$ cat config.mk
export PLATFORM = sky130hd
export DESIGN_NAME = if_fetch_stage
export DESIGN_NICKNAME = d
export VERILOG_FILES = /design/src/rtl/common.sv /design/src/rtl/if_fetch_stage.sv
export SDC_FILE = /design/constraint.sdc
export NUM_CORES = 1
export LEC_CHECK = 0
export ABC_AREA = 1
export BUFFER_PORTS_ARGS = -buffer_cell sky130_fd_sc_hd__buf_2
export CAP_MARGIN = 10
export CORE_MARGIN = 2
export CORE_UTILIZATION = 40
export DETAILED_ROUTE_END_ITERATION = 8
export PLACE_DENSITY = 0.64
export REMOVE_ABC_BUFFERS = 1
export SETUP_SLACK_MARGIN = 0.3
export SYNTH_ARGS = -nofsm -noshare
export SYNTH_HDL_FRONTEND = slang
export SYNTH_SLANG_ARGS = --single-unit
$ cat constraint.sdc
create_clock -name clk -period 7.7 [get_ports clk]
set_input_delay 0.77 -clock clk [delete_from_list [all_inputs] [get_ports clk]]
set_output_delay 0.77 -clock clk [all_outputs]
set_load 0.02 [all_outputs]
$ cat src/rtl/common.sv
// Shared fetch-stage types and widths.
// Holds the fetch FSM enum, datapath widths and the default boot PC.
package common;

  localparam int PC_WIDTH    = 64;
  localparam int INSTR_WIDTH = 32;

  localparam logic [PC_WIDTH-1:0] DEFAULT_RESET_PC =
    64'h0000_0000_8000_0000;

  typedef enum logic [1:0] {
    IDLE,
    REQ,
    DRAIN
  } fetch_state_t;

endpackage

$ cat src/rtl/if_fetch_stage.sv
// Instruction fetch: PC, single-word ibus reads, one-entry output buffer.
// Ports: clk/reset, block, flush/redirect targets, ibus req/addr/ready/data,
// buffered pc_out/instr_out with if_finish valid.
module if_fetch_stage
  import common::*;
#(
  parameter logic [PC_WIDTH-1:0] RESET_PC = DEFAULT_RESET_PC
) (
  input  logic                   clk,
  input  logic                   reset,
  input  logic                   block,
  input  logic                   pipeline_flush,
  input  logic [PC_WIDTH-1:0]    flush_pc,
  input  logic                   redirect_valid,
  input  logic [PC_WIDTH-1:0]    redirect_pc,
  output logic                   ibus_req,
  output logic [PC_WIDTH-1:0]    ibus_addr,
  input  logic                   ibus_ready,
  input  logic [INSTR_WIDTH-1:0] ibus_data,
  output logic [PC_WIDTH-1:0]    pc_out,
  output logic [INSTR_WIDTH-1:0] instr_out,
  output logic                   if_finish
);

  fetch_state_t state;
  fetch_state_t state_nxt;

  logic [PC_WIDTH-1:0] pc;
  logic [PC_WIDTH-1:0] tgt;
  logic                ctl;
  logic                pop;
  logic                issue;
  logic                resp;
  logic                keep;

  assign ctl = pipeline_flush | redirect_valid;
  assign pop = if_finish & ~block;

  // Flush wins over redirect; targets are word aligned.
  assign tgt = (pipeline_flush ? flush_pc : redirect_pc)
             & ~PC_WIDTH'(3);

  assign issue = (state == IDLE) && (state_nxt == REQ);
  assign resp  = (state != IDLE) && ibus_ready;
  assign keep  = (state == REQ) && ibus_ready && !ctl;

  always_ff @(posedge clk or posedge reset) begin
    if (reset) state <= IDLE;
    else       state <= state_nxt;
  end

  always_comb begin
    state_nxt = state;
    case (state)
      IDLE: begin
        if (!ctl && (!if_finish || pop))
          state_nxt = REQ;
      end
      REQ: begin
        if (ibus_ready)   state_nxt = IDLE;
        else if (ctl)     state_nxt = DRAIN;
      end
      DRAIN: begin
        if (ibus_ready)   state_nxt = IDLE;
      end
      default: state_nxt = IDLE;
    endcase
  end

  always_ff @(posedge clk or posedge reset) begin
    if (reset) begin
      pc        <= RESET_PC;
      ibus_req  <= 1'b0;
      ibus_addr <= '0;
      pc_out    <= '0;
      instr_out <= '0;
      if_finish <= 1'b0;
    end else begin
      if (ctl)       pc <= tgt;
      else if (keep) pc <= pc + PC_WIDTH'(4);

      // Address is held after the response; it only moves on issue.
      if (issue) begin
        ibus_req  <= 1'b1;
        ibus_addr <= pc;
      end else if (resp) begin
        ibus_req  <= 1'b0;
      end

      if (ctl) begin
        if_finish <= 1'b0;
        pc_out    <= '0;
        instr_out <= '0;
      end else if (keep) begin
        if_finish <= 1'b1;
        pc_out    <= ibus_addr;
        instr_out <= ibus_data;
      end else if (pop) begin
        if_finish <= 1'b0;
      end
    end
  end

endmodule

==> results.tsv <==
stage	metric	value	unit
logic_synthesis	synth.yosys.seq_area_share	51.0	%
grt	grt_usage	23.1	%
routing	viasPerCell	5.41	
finish	seq_area	0.00558	mm²
critical_path	crit_slowest_cell	buf_4	
logic_synthesis	ys_ff_latch	223	
power	worst_ir_drop_vdd	0.000127	V
clock_tree	clock-sinks	223	
sta	final.min_clock_period	3.23	ns
logic_synthesis	synth_xor_area_share	0.240	%
sta	worstMarginPinSlew	1.17	ns
finish	final_cell_count_no_fill	1881	
clock_tree	cts_buffers	25	
routing	wl	33700	µm
critical_path	cp-start-kind	input pin	
placement	port_buffers	321	
clock_tree	path_clk_slew	0.06	ns
clock_tree	htree_levels	1	
logic_synthesis	netlist_area	0.0109	mm²
floorplanning	start_util	40.7	%
clock_tree	root_buffer	clkbuf_16	
critical_path	critPathRequiredTime	8.15	ns
sta	drv_slew	0	
grt	antenna_found_initial	2	
clock_tree	clock_path_buffers	3	
logic_synthesis	synth-simple-area-share	19.0	%
routing	vias	10200	
logic_synthesis	muxShareOfSynthArea	1.75	%
sta	skew	0.0175	ns
logic_synthesis	syn_inst	1240	
floorplanning	io_pins	328	
critical_path	crit_top_cell	buf_4	
floorplanning	die_height	169	µm
routing	drc	0	
sta	hold_viol	0	
min_path	min_path_type	flip-flop to flip-flop	
logic_synthesis	yosysWarnings	0	
finish	num-fill-cells	2595	
critical_path	end_kind	flip-flop	
clock_tree	cts_setup_buffers	0	
placement	finalWeightedCongestion	0.916	
routing	avgRoutedWirePerCell	17.9	µm
floorplanning	coreArea	0.0269	mm²
finish	multi_input_area	0.00468	mm²
routing	drt-met1-wl	15700	µm
floorplanning	dieWidth	169	µm
grt	grt-ovfl-total	0	
sta	slew_headroom	21.7	%
logic_synthesis	synth.avg_cell_area	8.82	µm²
routing	ant_nets	0	
floorplanning	die-area	0.0287	mm²
sta	fin_crit_sh	41.9	%
logic_synthesis	synth_fa_ha_area_share	0.114	%
placement	dp.cells	1835	
routing	drtPass1Iterations	7	
routing	wl_met3	1860	µm
grt	grt_pass1_vias	9385	
critical_path	cp_max_fo	91	
critical_path	path_cells	buf_2 > buf_4 > nor2_8 > inv_2 > nor2_4 > buf_4 > buf_4 > a221oi_1 > a21oi_1	
logic_synthesis	synth_compound_gate_area_share	21.4	%
floorplanning	rows	60	
critical_path	crit_type	input pin to flip-flop	
grt	grt_max_degree	149	
grt	grt_pass1_wl	52600	µm
finish	layout.nets	1688	
sta	rsz0062_at_grt	false	
clock_tree	ctsResizeCount	0	
sta	finalSetupTns	0	ns
flow_run	max_cap_viol_count	0	
routing	route.met2.wl	15600	µm
routing	drtIter0Drc	857	
finish	drive_gt1_share	25.0	%
placement	placed_cell_area	0.0127	mm²
routing	dr.max_layer_used	met4	
critical_path	slowest_delay	0.80	ns
power	p_leak	6.72	nW
clock_tree	cts_tree	yes	
power	power_density	243	mW/mm²
finish	area_growth	24.0	%
finish	final_area	0.0136	mm²
placement	hpwlAfterDp	23700	µm
clock_tree	cts-hold-fix-buffers	0	
logic_synthesis	synth_top_family_by_area	compound AO/OA/AOI/OAI gates	
sta	setup_violations	0	
outcome	status	complete, no violations	
logic_synthesis	ys_types	35	
clock_tree	clk_latency	0.52	ns
sta	max_freq	310	MHz
critical_path	worst_ep_arrival_time	3.67	ns
-- per-layer routing --
metal  vias to the layer above  track usage (%)
li1                       4919                -
met1                      4903             33.6
met2                       309             37.0
met3                        37             3.29
met4                         0             4.53
met5                         -                0
-- sequential cells by signal (all words and copies together), names as in the netlist --
signal	flops
state	2
pc	62
pc_out	63
instr_out	32
if_finish	1
ibus_addr	62
ibus_req	1
-- critical path, delay by kind of cell --
family	cells	cell delay, ns
compound gates	2	0.47
buf+inv	5	1.99
simple gates	2	0.34
-- synthesized netlist by cell type, drive strengths merged --
cell    number  area share, %
mux2        17            1.7
o211ai      16            1.1
dfstp        1           0.24
o221ai       1          0.080
clkbuf      43            1.5
dfrtp      222             51
a41oi        1          0.080
a22oi       35            2.4
buf         33            1.7
ha           1           0.11
a31oi        8           0.46
o21ai       75            3.4
xor2         3           0.24
nand3       59            2.7
nand4        6           0.34
a22o         1          0.080
a21oi       32            1.5
o31ai       11           0.75
nand2      279            9.6
a221oi      35            2.8
nor2       166            6.1
a32o        96            8.8
inv         96            3.3
conb         1          0.034
nor3         2           0.19
-- cells by family after synthesis --
| group | after synthesis |
|---|---|
| AND/OR/NAND/NOR | 512 |
| AO/OA/AOI/OAI | 311 |
| flip-flops | 223 |
| buffers and inverters | 172 |
| multiplexers | 17 |
| XOR/XNOR | 3 |
| adder cells (fa/ha/maj) | 1 |
| other | 1 |
-- power by group --
| part | internal, mW | leakage (nW) | switching, mW |
|---|---|---|---|
| clock network | 0.731 | 0.411 | 0.486 |
| logic | 0.208 | 3.42 | 0.401 |
| registers | 1.31 | 2.89 | 0.152 |
| total | 2.25 | 6.72 | 1.04 |
-- cells in the final DEF (no fill, tap or decap), types with 3 or more instances in the layout --
master     synthesis  final
a32o_1            96     96
buf_4              4      8
nand3_1           59     59
a21oi_1           32     32
o31ai_1           11     11
a31oi_1            8      8
clkbuf_1          43      5
clkbuf_8           0      7
nor2_4             3      5
o21ai_1           11     11
a22oi_1           35     35
xor2_1             3      3
buf_2             24    321
mux2_1            17     17
inv_2              3      3
dfrtp_1          222    222
a221oi_1          35     35
inv_1             93     91
o211ai_1          16     16
clkinv_2           0      4
o21ai_0           64     64
nand2_1          277    277
nand4_1            6      6
clkbuf_16          0     25
nor2_1           159    158
-- cell type report --
type	count	share of cell area (%)
antenna	2	0.0369
clock buffer	37	5.46
clock inverter	7	0.729
inverter	96	2.72
multi-input combinational	846	34.5
sequential	223	41.1
tap	341	3.15
timing repair buffer	329	12.3
-- worst paths after layout --
path	startpoint	endpoint	slack, ns	depth (start not counted)
worst min-delay path	pc_out[50]	pc_out[50]	0.48	1
worst min register to register	pc_out[50]	pc_out[50]	0.48	1
max in group asynchronous	reset	pc[48]	5.57	3
worst max register to register	state[1]	pc[55]	4.96	6
worst max-delay path	pipeline_flush	pc[55]	4.47	9
min in group asynchronous	reset	instr_out[7]	0.50	2
-- metrics by stage --
| step | power (mW) | setup slack, ns | utilization, % | hold slack, ns |
|---|---|---|---|---|
| 6_report | 3.29 | 4.47 | 50.5 | 0.481 |
| 5_1_grt | 3.46 | 4.22 | 50.5 | 0.488 |
| 4_1_cts | 3.32 | 4.46 | 50.5 | 0.483 |
| 3_5_place_dp | 2.10 | 3.93 | 47.3 | 0.474 |
| 3_3_place_gp | 2.08 | 3.95 | 47.3 | 0.467 |
| 2_1_floorplan | 1.81 | 0.826 | - | 0.501 |
No activity file was read; power rests on OpenSTA's default activity.
